$ cat config.mk
export PLATFORM = sky130hd
export DESIGN_NAME = snd_play_ctrl
export DESIGN_NICKNAME = d
export VERILOG_FILES = /design/src/rtl/snd_pkg.sv /design/src/rtl/snd_rate_tick.sv /design/src/rtl/snd_play_ctrl.sv
export SDC_FILE = /design/constraint.sdc
export NUM_CORES = 1
export LEC_CHECK = 0
export CAP_MARGIN = 20
export CORE_AREA = 10 10 67 69
export CTS_CLUSTER_SIZE = 40
export DETAILED_ROUTE_END_ITERATION = 7
export DIE_AREA = 0 0 77 79
export SYNTH_ARGS = -nofsm -noshare
export SYNTH_HDL_FRONTEND = slang
export SYNTH_SLANG_ARGS = --single-unit
$ cat constraint.sdc
create_clock -name ACLK -period 2.56 [get_ports ACLK]
set_input_delay 0.512 -clock ACLK [delete_from_list [all_inputs] [get_ports ACLK]]
set_output_delay 0.512 -clock ACLK [all_outputs]
set_load 0.03 [all_outputs]
$ cat src/rtl/snd_pkg.sv
// Shared encodings for the sound playback controller: FSM states, command codes,
// sample-rate divider width and underrun counter helpers.
package snd_pkg;

    localparam int RATE_W = 12;
    localparam int UCNT_W = 16;

    typedef enum logic [2:0] {
        ST_IDLE  = 3'd0,
        ST_PRIME = 3'd1,
        ST_PLAY  = 3'd2,
        ST_PAUSE = 3'd3,
        ST_FLUSH = 3'd4
    } state_t;

    typedef enum logic [1:0] {
        CMD_STOP  = 2'b00,
        CMD_PLAY  = 2'b01,
        CMD_PAUSE = 2'b10,
        CMD_FLUSH = 2'b11
    } cmd_t;

    // Saturating increment for the underrun statistics counter.
    function automatic logic [UCNT_W-1:0] sat_inc(input logic [UCNT_W-1:0] v);
        return (v == {UCNT_W{1'b1}}) ? v : v + UCNT_W'(1);
    endfunction

endpackage

$ cat src/rtl/snd_rate_tick.sv
// Sample-rate divider: counts 0..rate_div while enabled and flags the terminal
// count; held at zero whenever disabled so each enable starts a fresh period.
module snd_rate_tick
    import snd_pkg::*;
(
    input  logic              ACLK,
    input  logic              ARST,
    input  logic              enable,
    input  logic [RATE_W-1:0] rate_div,
    output logic              tick
);

    logic [RATE_W-1:0] cnt_q;
    logic [RATE_W-1:0] cnt_d;

    always_comb begin
        cnt_d = '0;
        if (enable && (cnt_q != rate_div)) begin
            cnt_d = cnt_q + RATE_W'(1);
        end
    end

    assign tick = enable && (cnt_q == rate_div);

    always_ff @(posedge ACLK) begin
        if (ARST) begin
            cnt_q <= '0;
        end else begin
            cnt_q <= cnt_d;
        end
    end

endmodule

$ cat src/rtl/snd_play_ctrl.sv
// Playback sequencer between the sample buffer and the PWM stage.
// Optional SND_UNDERRUN_CNT_EN adds the saturating UNDER_CNT statistics port.
//
// state    | meaning
// ---------+---------------------------------------------------------------
// IDLE     | stopped, waiting for a play command
// PRIME    | waiting for buffer occupancy to reach PRIME_LEVEL
// PLAY     | divider running, one sample fetched per tick
// PAUSE    | halted, resumes straight to PLAY without re-priming
// FLUSH    | two-cycle buffer clear, then IDLE
module snd_play_ctrl
    import snd_pkg::*;
#(
    parameter int PRIME_LEVEL = 256,
    parameter int CNT_W       = 11
) (
    input  logic              ACLK,
    input  logic              ARST,
    input  logic [1:0]        COMMAND,
    input  logic [RATE_W-1:0] RATE_DIV,
    input  logic [CNT_W-1:0]  BUF_COUNT,
    input  logic              BUF_EMPTY,
    input  logic              DST_READY,
    output logic              BUF_RD,
    output logic              BUF_FLUSH,
    output logic              PLAYING,
    output logic              UNDERRUN
`ifdef SND_UNDERRUN_CNT_EN
    ,
    output logic [UCNT_W-1:0] UNDER_CNT
`endif
);

    state_t state_q, state_d;
    cmd_t   cmd_q, cmd_d;
    logic   pending_q, pending_d;
    logic   rd_q, rd_d;
    logic   under_q, under_d;
    logic   fl_cnt_q, fl_cnt_d;

    logic   tick;
    logic   primed;
    logic   play_stay;
    logic   empty_tick;
    logic   consume;
    logic   late_tick;

    snd_rate_tick u_rate_tick (
        .ACLK     (ACLK),
        .ARST     (ARST),
        .enable   (state_q == ST_PLAY),
        .rate_div (RATE_DIV),
        .tick     (tick)
    );

    assign cmd_d  = cmd_t'(COMMAND);
    assign primed = (BUF_COUNT >= CNT_W'(PRIME_LEVEL));

    // Sample handling only happens while PLAY is held for the next cycle too,
    // so a read strobe can never land outside PLAY or alongside BUF_FLUSH.
    assign play_stay  = (state_q == ST_PLAY) && (cmd_q == CMD_PLAY);
    assign empty_tick = play_stay && tick && BUF_EMPTY;
    assign consume    = play_stay && !empty_tick && pending_q && DST_READY && !BUF_EMPTY;
    assign late_tick  = play_stay && tick && !BUF_EMPTY && pending_q && !consume;

    always_ff @(posedge ACLK) begin
        if (ARST) begin
            state_q <= ST_IDLE;
        end else begin
            state_q <= state_d;
        end
    end

    always_comb begin
        state_d = state_q;
        if ((cmd_q == CMD_FLUSH) && (state_q != ST_FLUSH)) begin
            state_d = ST_FLUSH;
        end else begin
            case (state_q)
                ST_IDLE: begin
                    if (cmd_q == CMD_PLAY) state_d = ST_PRIME;
                end
                ST_PRIME: begin
                    if (cmd_q == CMD_STOP)               state_d = ST_IDLE;
                    else if (cmd_q == CMD_PAUSE)         state_d = ST_PAUSE;
                    else if ((cmd_q == CMD_PLAY) && primed) state_d = ST_PLAY;
                end
                ST_PLAY: begin
                    if (cmd_q == CMD_STOP)       state_d = ST_IDLE;
                    else if (cmd_q == CMD_PAUSE) state_d = ST_PAUSE;
                    else if (empty_tick)         state_d = ST_PRIME;
                end
                ST_PAUSE: begin
                    if (cmd_q == CMD_STOP)      state_d = ST_IDLE;
                    else if (cmd_q == CMD_PLAY) state_d = ST_PLAY;
                end
                ST_FLUSH: begin
                    if (fl_cnt_q) state_d = ST_IDLE;
                end
                default: state_d = ST_IDLE;
            endcase
        end
    end

    always_comb begin
        BUF_FLUSH = (state_q == ST_FLUSH);
        PLAYING   = (state_q == ST_PLAY);
        BUF_RD    = rd_q;
        UNDERRUN  = under_q;
    end

    // At most one sample is ever owed: a tick while one is still pending is
    // reported as a miss rather than queued.
    always_comb begin
        pending_d = 1'b0;
        if (play_stay && !empty_tick) begin
            pending_d = tick || (pending_q && !consume);
        end
        rd_d     = consume;
        under_d  = empty_tick || late_tick;
        fl_cnt_d = (state_q == ST_FLUSH) ? !fl_cnt_q : 1'b0;
    end

    always_ff @(posedge ACLK) begin
        if (ARST) begin
            cmd_q     <= CMD_STOP;
            pending_q <= 1'b0;
            rd_q      <= 1'b0;
            under_q   <= 1'b0;
            fl_cnt_q  <= 1'b0;
        end else begin
            cmd_q     <= cmd_d;
            pending_q <= pending_d;
            rd_q      <= rd_d;
            under_q   <= under_d;
            fl_cnt_q  <= fl_cnt_d;
        end
    end

`ifdef SND_UNDERRUN_CNT_EN
    logic [UCNT_W-1:0] under_cnt_q, under_cnt_d;

    always_comb begin
        under_cnt_d = under_cnt_q;
        if (state_q == ST_FLUSH) begin
            under_cnt_d = '0;
        end else if (under_d) begin
            under_cnt_d = sat_inc(under_cnt_q);
        end
    end

    always_ff @(posedge ACLK) begin
        if (ARST) begin
            under_cnt_q <= '0;
        end else begin
            under_cnt_q <= under_cnt_d;
        end
    end

    assign UNDER_CNT = under_cnt_q;
`endif

endmodule

== After elaboration in Yosys (flattened, before gate mapping) ==
Cells that the tools add are included.

* Register bits: 21
* Bits of input ports: 29

* Add/sub/neg operators: 1
* $lt $le $gt $ge: 1
* Eq/ne operators: 20
* Mux-type cells: 12
* Bitwise gates (word level): 3
* Reductions and logical operators: 29

{| class="wikitable"
|+ Operators by type and width
! cell !! count
|-
| $mux 3 || 11
|-
| $logic_and 1x1->1 || 15
|-
| $pmux 3 s5 || 1
|-
| $add 12x1->12 const B || 1
|-
| $eq 12x12->1 || 1
|-
| $ne 12x12->1 || 1
|-
| $ne 4x4->1 const B || 3
|-
| $ge 11x9->1 const B || 1
|-
| $ne 5x5->1 const B || 2
|-
| $reduce_and 5->1 || 2
|-
| $ne 3x3->1 const B || 3
|-
| $reduce_or 2->1 || 4
|-
| $eq 3x2->1 const B || 2
|-
| $eq 2x2->1 const B || 2
|-
| $logic_not 1->1 || 4
|-
| $eq 3x1->1 const B || 1
|-
| $eq 3x3->1 const B || 1
|-
| $logic_not 3->1 || 1
|-
| $ne 3x1->1 const B || 1
|-
| $not 1->1 || 3
|-
| $eq 2x1->1 const B || 1
|-
| $logic_not 2->1 || 1
|-
| $logic_or 1x1->1 || 2
|-
| $ne 2x1->1 const B || 1
|-
| $ne 2x2->1 const B || 1
|}

== Logic depth before layout (Yosys ltp) ==
Gate-level depths: netlist of the first run.

* Depth after elaboration: 12
* Gate-level depth with buffers: 6
* Depth with buffers taken out: 5

== Cells and area by module ==
A second synthesis of the first run with hierarchy kept.

* Cells, all modules: 126
* Area, all modules: 1156.1 sq um

{| class="wikitable"
|+ Modules (own cells, without submodules)
! module !! instances !! cells an instance !! area an instance (sq um) !! sequential area each (sq um)
|-
| snd_rate_tick || 1 || 70 || 633.1 || 240.2
|-
| snd_play_ctrl || 1 || 56 || 523.0 || 180.2
|}

== Worst setup path before layout of the first run ==
Ideal clock, no wire load.

* Kind: reg-to-output
* Start point: register state_q[1]
* End point: output PLAYING
* Data arrival time: 1226 ps
* Required time: 2048 ps
* Setup slack: 822 ps
* Cell stages (with the launch flop): 3
* Buffers on the path: 1
* Path through: dfxtp_1 -> buf_2 -> nor3b_1

* Cells in the longest elaborated chain, start to end: 1

{| class="wikitable"
|+ Ends and longest elaborated chain
! item !! line !! RTL
|-
| start: declaration || snd_play_ctrl.sv:34 || <nowiki>state_t state_q, state_d;</nowiki>
|-
| start signal: assignment || snd_play_ctrl.sv:70 || <nowiki>state_q <= state_d;</nowiki>
|-
| $eq 3x2->1 || snd_play_ctrl.sv:107 || <nowiki>PLAYING = (state_q == ST_PLAY);</nowiki>
|-
| end: declaration || snd_play_ctrl.sv:26 || <nowiki>output logic PLAYING,</nowiki>
|}

No other way between the ends.

== Worst setup path after layout of the first run ==
* Start point: register state_q[2]
* End point: output BUF_FLUSH

* Cells in the longest elaborated chain, start to end: 1

{| class="wikitable"
|+ Ends and longest elaborated chain
! item !! line !! RTL
|-
| $eq 3x3->1 || snd_play_ctrl.sv:106 || <nowiki>BUF_FLUSH = (state_q == ST_FLUSH);</nowiki>
|-
| end: declaration || snd_play_ctrl.sv:25 || <nowiki>output logic BUF_FLUSH,</nowiki>
|}

No other way between the ends.

==> run_summary.xml, run 1 <==
<?xml version="1.0" encoding="UTF-8"?>
<metrics>
  <group name="place">
    <metric name="port-buffer-count" unit="">24</metric>
    <metric name="numPlacedInstances" unit="">197</metric>
    <metric name="detailed_place.area" unit="um^2">1460</metric>
    <metric name="dp_hpwl" unit="um">2190</metric>
    <metric name="gp_congestion" unit="">0.837</metric>
    <metric name="dp_slack" unit="ns">0.438</metric>
  </group>
  <group name="drt">
    <metric name="drt_first_pass_iters" unit="">4</metric>
    <metric name="route.vias.total" unit="">997</metric>
    <metric name="detail_route.drc_violations" unit="">0</metric>
    <metric name="wl_per_cell" unit="um">13.0</metric>
    <metric name="routed_via_density" unit="">4.96</metric>
    <metric name="postRouteWirelength" unit="um">2620</metric>
    <metric name="route.antenna.remaining_nets" unit="">0</metric>
    <metric name="first_iteration_detailed_routing_drc_count" unit="">50</metric>
  </group>
  <group name="clocking">
    <metric name="cts_resized" unit="">0</metric>
    <metric name="cts_setup_buffers" unit="">0</metric>
    <metric name="clock-sinks" unit="">21</metric>
    <metric name="postCtsHoldBufs" unit="">0</metric>
    <metric name="clk_latency_worst_skew_pair" unit="ns">0.30</metric>
    <metric name="worst_setup_hold_path_clk_slew" unit="ns">0.11</metric>
    <metric name="clock_tree_from_tritoncts" unit="">yes</metric>
    <metric name="ctsHtreeMaxLevel" unit="">1</metric>
    <metric name="cts_made_buffers" unit="">3</metric>
    <metric name="cts.root.buffer_cell" unit="">sky130_fd_sc_hd__clkbuf_4</metric>
    <metric name="clockBufferDepth" unit="">2</metric>
  </group>
  <group name="final_layout">
    <metric name="layout.cells.non_filler" unit="">201</metric>
    <metric name="final_cell_mix" unit="">sky130_fd_sc_hd__clkdlybuf4s50_1, sky130_fd_sc_hd__dfxtp_1, sky130_fd_sc_hd__xnor2_1</metric>
    <metric name="layout.nets" unit="">186</metric>
    <metric name="num-fill-cells" unit="">333</metric>
    <metric name="seq_area" unit="um^2">420</metric>
    <metric name="drive_gt1_share" unit="%">9.68</metric>
    <metric name="leading_cell_type_in_the_layout_fill_and_taps_excluded" unit="">sky130_fd_sc_hd__clkdlybuf4s50_1</metric>
    <metric name="diodes" unit="">0</metric>
    <metric name="design_area" unit="um^2">1490</metric>
    <metric name="multi_input_comb_area" unit="um^2">693</metric>
    <metric name="layout-area-overhead-vs-synth" unit="%">28.6</metric>
  </group>
  <group name="synthesis">
    <metric name="yosys.area_share.xor_xnor" unit="%">17.4</metric>
    <metric name="synth.net_count" unit="">158</metric>
    <metric name="synthesis.yosys.warnings" unit="">0</metric>
    <metric name="synth.ff_latch_count" unit="">21</metric>
    <metric name="synth_fa_ha_area_share" unit="%">1.08</metric>
    <metric name="yosys.cell_types.count" unit="">37</metric>
    <metric name="postSynthAreaPerCell" unit="um^2">9.06</metric>
    <metric name="synthesized_area_fraction_occupied_by_and_or_nand_nor_cells" unit="%">30.5</metric>
    <metric name="async_set_reset_flop_share_out_of_synthesis" unit="%">0</metric>
    <metric name="synth.cell_area" unit="um^2">1160</metric>
    <metric name="mux_contribution_to_synthesized_area" unit="%">0.863</metric>
    <metric name="ys_dominant_reg_cell" unit="">sky130_fd_sc_hd__dfxtp_1</metric>
    <metric name="seq_area_frac_synth" unit="%">36.2</metric>
    <metric name="dominant_combinational_cell_family_by_area_after_synthesis" unit="">simple AND/OR/NAND/NOR gates</metric>
    <metric name="synth_edf_count" unit="">0</metric>
    <metric name="post_synthesis_instance_total" unit="">128</metric>
    <metric name="compound_cell_area_share_of_the_yosys_netlist" unit="%">9.92</metric>
  </group>
  <group name="worst_hold_path">
    <metric name="min-delay-path-class" unit="">reg -&gt; reg</metric>
    <metric name="min-delay-start" unit="">u_rate_tick.cnt_q[0]</metric>
    <metric name="hold-path-endpoint" unit="">u_rate_tick.cnt_q[0]</metric>
    <metric name="hold_depth" unit="">1</metric>
  </group>
  <group name="global_route">
    <metric name="grt.overflow.total" unit="">0</metric>
    <metric name="grt.total_usage" unit="%">9.12</metric>
    <metric name="grt_pass1_wl" unit="um">4680</metric>
    <metric name="antenna_found_initial" unit="">0</metric>
    <metric name="grt_pass1_vias" unit="">1087</metric>
    <metric name="largest_net_degree_at_the_start_of_global_routing" unit="">13</metric>
  </group>
  <group name="worst_setup_path">
    <metric name="setup.worst_path.start_class" unit="">register</metric>
    <metric name="crit-reg2reg-launch" unit="">u_rate_tick.cnt_q[4]</metric>
    <metric name="critical_path_data_arrival_time" unit="ns">1.96</metric>
    <metric name="cp_top_family" unit="">buffers and inverters</metric>
    <metric name="worst_r2r_endpoint" unit="">state_q[1]</metric>
    <metric name="rr_worst_depth" unit="">4</metric>
    <metric name="cp.buffers_inverters" unit="">2</metric>
    <metric name="crit_path_end_kind" unit="">output port</metric>
    <metric name="flop_to_flop_setup_slack" unit="ns">1.06</metric>
    <metric name="crit_path_top_delay_cell" unit="">sky130_fd_sc_hd__clkdlybuf4s50_1</metric>
    <metric name="timing.critical_path.cells" unit="">or3b_4 -&gt; inv_1 -&gt; clkdlybuf4s50_1</metric>
    <metric name="required" unit="ns">2.05</metric>
    <metric name="critical-path-max-stage-delay" unit="ns">0.66</metric>
    <metric name="timing.critical_path.from" unit="">state_q[2]</metric>
    <metric name="crit_fanout" unit="">6</metric>
    <metric name="timing_worst_setup_path_type" unit="">reg -&gt; out</metric>
  </group>
  <group name="floorplanning">
    <metric name="die_w" unit="um">77</metric>
    <metric name="design.die.area" unit="um^2">6080</metric>
    <metric name="die_height" unit="um">79</metric>
    <metric name="initial_utilization" unit="%">35.9</metric>
    <metric name="ioPinCount" unit="">33</metric>
    <metric name="core_area" unit="um^2">3230</metric>
    <metric name="placement_rows" unit="">21</metric>
  </group>
  <group name="sta">
    <metric name="relSlewSlack" unit="%">74.6</metric>
    <metric name="min_tclk_post_route" unit="ns">2.47</metric>
    <metric name="report.final.slew_viol_count" unit="">0</metric>
    <metric name="post_layout_worst_setup_margin" unit="ns">0.0919</metric>
    <metric name="setup_repair_after_global_routing_missed_its_margin" unit="">no</metric>
    <metric name="clock-skew-final" unit="ns">0.00541</metric>
    <metric name="final.period_utilization" unit="%">96.4</metric>
    <metric name="fmax" unit="MHz">405</metric>
    <metric name="setup_viol" unit="">0</metric>
    <metric name="worstMarginPinSlew" unit="ns">0.378</metric>
    <metric name="hold_viol_final" unit="">0</metric>
    <metric name="setup_total_negative_slack" unit="ns">0</metric>
  </group>
  <group name="status">
    <metric name="status" unit="">finished clean</metric>
  </group>
  <group name="power">
    <metric name="total_power" unit="uW">567</metric>
    <metric name="leakagePower" unit="uW">0.000456</metric>
    <metric name="ir_drop" unit="mV">0.150</metric>
    <metric name="p_per_area" unit="nW/um^2">380</metric>
  </group>
  <group name="job">
    <metric name="cap_viol_max_count" unit="">0</metric>
  </group>
</metrics>
## worst max-delay path by stage
| stage | to | slack [ns] | cells after the start |
|---|---|---|---|
| 3_5_place_dp | BUF_FLUSH | 0.44 | 3 |
| 4_1_cts | BUF_FLUSH | 0.08 | 3 |
| 6_report | BUF_FLUSH | 0.09 | 3 |
| 5_1_grt | BUF_FLUSH | 0.006 | 3 |
| 3_3_place_gp | BUF_FLUSH | 0.43 | 3 |
| 2_1_floorplan | PLAYING | 0.82 | 2 |
## routing by layer
metal / wire length, um / vias up / track usage, %
met5: 0 / - / 0
li1: - / 510 / -
met1: 1160 / 454 / 9.77
met4: 42 / 0 / 4.20
met2: 1310 / 27 / 16.8
met3: 101 / 6 / 2.03
## metrics by stage
step	hold WS, ns	utilization [%]
6_report	0.515	46.1
2_1_floorplan	0.476	-
5_1_grt	0.535	46.1
4_1_cts	0.522	46.1
3_3_place_gp	0.487	45.3
3_5_place_dp	0.502	45.3
## worst register-to-register path, cell delays in order (launching register included)
cell and delay, ns:
sky130_fd_sc_hd__dfxtp_1 0.50, sky130_fd_sc_hd__xnor2_1 0.17, sky130_fd_sc_hd__nand4_1 0.17, sky130_fd_sc_hd__nor4_1 0.42
sky130_fd_sc_hd__o311ai_1 0.13
## cells in the mapped netlist (2+ instances only)
| master | n | area (um^2) |
|---|---|---|
| sky130_fd_sc_hd__dfxtp_1 | 21 | 420 |
| sky130_fd_sc_hd__xnor2_1 | 21 | 184 |
| sky130_fd_sc_hd__nor3_1 | 13 | 65.1 |
| sky130_fd_sc_hd__nor2_1 | 9 | 33.8 |
| sky130_fd_sc_hd__nand3_1 | 8 | 40.0 |
| sky130_fd_sc_hd__inv_1 | 6 | 22.5 |
| sky130_fd_sc_hd__and4_1 | 4 | 35.0 |
| sky130_fd_sc_hd__nand2_1 | 4 | 15.0 |
| sky130_fd_sc_hd__nand4_1 | 4 | 25.0 |
| sky130_fd_sc_hd__nor4_1 | 3 | 18.8 |
| sky130_fd_sc_hd__a21oi_1 | 2 | 10.0 |
| sky130_fd_sc_hd__buf_2 | 2 | 10.0 |
| sky130_fd_sc_hd__clkbuf_2 | 2 | 10.0 |
| sky130_fd_sc_hd__nand2b_1 | 2 | 12.5 |
| sky130_fd_sc_hd__nor2b_1 | 2 | 12.5 |
| sky130_fd_sc_hd__nor3b_1 | 2 | 15.0 |
| sky130_fd_sc_hd__o22ai_1 | 2 | 12.5 |
| sky130_fd_sc_hd__xor2_1 | 2 | 17.5 |
## logic make-up after synthesis
logic type,count (synthesis)
AO/OA/AOI/OAI,12
XOR/XNOR,23
adder cells (fa/ha/maj),1
buffers and inverters,11
flip-flops,21
multiplexers,1
AND/OR/NAND/NOR,59
## registers in the layout (all words and copies together) (netlist names)
register / flops
BUF_RD: 1
UNDERRUN: 1
cmd_q: 2
fl_cnt_q: 1
pending_q: 1
state_q: 3
u_rate_tick.cnt_q: 12
## power by group
group | switching (uW) | total [uW] | internal (uW)
Clock | 99.8 | 158 | 58.1
Combinational | 26.8 | 72.4 | 45.6
Sequential | 6.36 | 336 | 330
Total | 133 | 567 | 434
## layout make-up
| cell class | count | area share (%) |
|---|---|---|
| clock buffer | 3 | 1.51 |
| clock inverter | 1 | 0.336 |
| inverter | 6 | 1.51 |
| multi-input combinational | 96 | 46.5 |
| sequential | 21 | 28.2 |
| tap | 46 | 3.86 |
| timing repair buffer | 28 | 18.1 |
Power figures use the tool's default switching activity.
==> run 2: changes to the inputs <==
CORE_AREA = 5 5 62 64   (was 10 10 67 69)
DIE_AREA = 0 0 67 69   (was 0 0 77 79)
REMOVE_ABC_BUFFERS = 1   (was default)
==> run 2 against run 1 <==
Compared with the run above:
- combinational power fell by 2%
- setup slack better by 0.081 ns
- global-route usage rose by 2.4 points
- clock-buffer cell count rose by 1
- critical path type unchanged
- largest cell class unchanged
- largest power group unchanged
==> run_summary.xml, run 2 (synthesis results as in run 1) <==
<?xml version="1.0" encoding="UTF-8"?>
<metrics>
  <group name="place">
    <metric name="dp_hpwl" unit="um">1930</metric>
    <metric name="port-buffer-count" unit="">24</metric>
    <metric name="gp_congestion" unit="">0.896</metric>
  </group>
  <group name="floorplanning">
    <metric name="initial_utilization" unit="%">35.9</metric>
    <metric name="design.die.area" unit="um^2">4620</metric>
    <metric name="die_height" unit="um">69</metric>
    <metric name="die_w" unit="um">67</metric>
    <metric name="ioPinCount" unit="">33</metric>
    <metric name="placement_rows" unit="">21</metric>
    <metric name="core_area" unit="um^2">3230</metric>
  </group>
  <group name="final_layout">
    <metric name="register_with_the_highest_flop_count" unit="">u_rate_tick.cnt_q</metric>
    <metric name="diodes" unit="">0</metric>
    <metric name="layout_top_registers" unit="">u_rate_tick.cnt_q x12, state_q x3, cmd_q x2</metric>
    <metric name="layout-area-overhead-vs-synth" unit="%">27.3</metric>
    <metric name="largest_reg_flops" unit="">12</metric>
    <metric name="final_cell_mix" unit="">sky130_fd_sc_hd__clkdlybuf4s50_1, sky130_fd_sc_hd__xnor2_1, sky130_fd_sc_hd__dfxtp_1</metric>
    <metric name="drive_gt1_share" unit="%">8.50</metric>
    <metric name="finish.utilization" unit="%">45.7</metric>
    <metric name="layout.nets" unit="">184</metric>
    <metric name="leading_cell_type_in_the_layout_fill_and_taps_excluded" unit="">sky130_fd_sc_hd__clkdlybuf4s50_1</metric>
  </group>
  <group name="clocking">
    <metric name="clock_tree_from_tritoncts" unit="">yes</metric>
    <metric name="cts.root.buffer_cell" unit="">sky130_fd_sc_hd__clkbuf_4</metric>
    <metric name="ctsHtreeMaxLevel" unit="">1</metric>
    <metric name="clockBufferDepth" unit="">2</metric>
    <metric name="worst_setup_hold_path_clk_slew" unit="ns">0.11</metric>
    <metric name="postCtsHoldBufs" unit="">0</metric>
    <metric name="cts_setup_buffers" unit="">0</metric>
    <metric name="clock-sinks" unit="">21</metric>
    <metric name="clk_latency_worst_skew_pair" unit="ns">0.29</metric>
    <metric name="cts_made_buffers" unit="">3</metric>
  </group>
  <group name="job">
    <metric name="cap_viol_max_count" unit="">0</metric>
  </group>
  <group name="worst_setup_path">
    <metric name="cp_top_family" unit="">buffers and inverters</metric>
    <metric name="crit_path_top_delay_cell" unit="">sky130_fd_sc_hd__clkdlybuf4s50_1</metric>
    <metric name="timing_worst_setup_path_type" unit="">reg -&gt; out</metric>
    <metric name="setup.worst_path.start_class" unit="">register</metric>
    <metric name="critical_path_data_arrival_time" unit="ns">1.88</metric>
    <metric name="critical-path-max-stage-delay" unit="ns">0.66</metric>
    <metric name="crit_fanout" unit="">7</metric>
    <metric name="timing.critical_path.cells" unit="">or3b_4 -&gt; inv_1 -&gt; clkdlybuf4s50_1</metric>
    <metric name="required" unit="ns">2.05</metric>
    <metric name="cp.buffers_inverters" unit="">2</metric>
    <metric name="crit_path_end_kind" unit="">output port</metric>
  </group>
  <group name="global_route">
    <metric name="largest_net_degree_at_the_start_of_global_routing" unit="">16</metric>
    <metric name="grt.total_usage" unit="%">11.5</metric>
    <metric name="antenna_found_initial" unit="">0</metric>
    <metric name="grt_pass1_vias" unit="">1040</metric>
    <metric name="grt.overflow.total" unit="">0</metric>
    <metric name="grt_pass1_wl" unit="um">4290</metric>
  </group>
  <group name="status">
    <metric name="status" unit="">finished clean</metric>
  </group>
  <group name="sta">
    <metric name="fmax" unit="MHz">419</metric>
    <metric name="worstMarginPinSlew" unit="ns">0.419</metric>
    <metric name="report.final.slew_viol_count" unit="">0</metric>
    <metric name="relSlewSlack" unit="%">71.8</metric>
    <metric name="hold_viol_final" unit="">0</metric>
    <metric name="setup_total_negative_slack" unit="ns">0</metric>
    <metric name="final.period_utilization" unit="%">93.3</metric>
    <metric name="setup_viol" unit="">0</metric>
    <metric name="setup_repair_after_global_routing_missed_its_margin" unit="">no</metric>
    <metric name="min_tclk_post_route" unit="ns">2.39</metric>
    <metric name="clock-skew-final" unit="ns">0.00163</metric>
  </group>
  <group name="drt">
    <metric name="route.vias.total" unit="">987</metric>
    <metric name="route.antenna.remaining_nets" unit="">0</metric>
    <metric name="wl_per_cell" unit="um">12.1</metric>
    <metric name="detail_route.drc_violations" unit="">0</metric>
    <metric name="postRouteWirelength" unit="um">2400</metric>
    <metric name="drt_first_pass_iters" unit="">4</metric>
    <metric name="first_iteration_detailed_routing_drc_count" unit="">24</metric>
    <metric name="routed_via_density" unit="">4.96</metric>
  </group>
  <group name="power">
    <metric name="power.sequential.fraction" unit="%">59.6</metric>
    <metric name="internal_power" unit="uW">435</metric>
    <metric name="ir_drop" unit="mV">0.193</metric>
    <metric name="clock_share_of_power" unit="%">27.8</metric>
    <metric name="leakagePower" unit="uW">0.000444</metric>
    <metric name="power.switching" unit="uW">129</metric>
    <metric name="p_comb_share" unit="%">12.6</metric>
    <metric name="p_sw_share" unit="%">22.9</metric>
    <metric name="p_per_area" unit="nW/um^2">382</metric>
  </group>
  <group name="worst_hold_path">
    <metric name="min-delay-path-class" unit="">reg -&gt; reg</metric>
  </group>
</metrics>
==> run 2: worst paths after layout <==
path	from	depth (start not counted)	slack [ns]	endpoint
max	state_q[1]	3	0.17	BUF_FLUSH
min	u_rate_tick.cnt_q[0]	1	0.52	u_rate_tick.cnt_q[0]
max reg2reg	u_rate_tick.cnt_q[4]	4	1.08	state_q[1]
min reg2reg	u_rate_tick.cnt_q[0]	1	0.52	u_rate_tick.cnt_q[0]
==> run 2: worst register-to-register path, stage by stage, from the launching register on <==
cell and delay, ns:
sky130_fd_sc_hd__dfxtp_1 0.49, sky130_fd_sc_hd__xnor2_1 0.17, sky130_fd_sc_hd__nand4_1 0.14, sky130_fd_sc_hd__nor4_1 0.44
sky130_fd_sc_hd__o311ai_1 0.13
==> run 2: area by class of cell <==
| cell class | instances | area (um^2) |
|---|---|---|
| fill | 340 | 1760 |
| clock buffer | 4 | 26.3 |
| timing repair buffer | 26 | 255 |
| inverter | 6 | 22.5 |
| multi-input combinational | 96 | 693 |
| tap | 46 | 57.6 |
| sequential | 21 | 422 |
==> run 2: what timing repair did <==
action                                  CTS  global route
gates resized for setup                   0             1
hold endpoints to repair                  0             0
endpoints found under the setup margin    0             1
==> run 2: power by group through the flow <==
| stage | Combinational (uW) | Sequential (uW) | Clock [uW] |
|---|---|---|---|
| 6_report | 71.1 | 336 | 157 |
| 4_1_cts | 71.7 | 336 | 164 |
| 3_5_place_dp | 71.4 | 344 | 0 |
| 5_1_grt | 77.4 | 337 | 179 |
| 3_3_place_gp | 69.5 | 344 | 0 |
| 2_1_floorplan | 31.8 | 342 | 0 |
==> run 2: metal layers <==
layer | track usage [%] | share of wire, % | vias up
li1 | - | - | 506
met1 | 13.8 | 45 | 455
met2 | 19.1 | 49 | 24
met3 | 2.60 | 5.5 | 2
met4 | 4.95 | 0.83 | 0
met5 | 0 | 0 | -
==> run 2: metrics by stage <==
stage	std cells	hold slack, ns	cell area (um^2)	power [uW]	worst slack, ns
2_1_floorplan	123	0.478	1140	374	0.833
3_3_place_gp	195	0.492	1450	413	0.444
3_5_place_dp	195	0.506	1450	415	0.432
4_1_cts	199	0.523	1480	572	0.0829
5_1_grt	199	0.544	1480	594	0.0985
6_report	199	0.517	1480	565	0.173
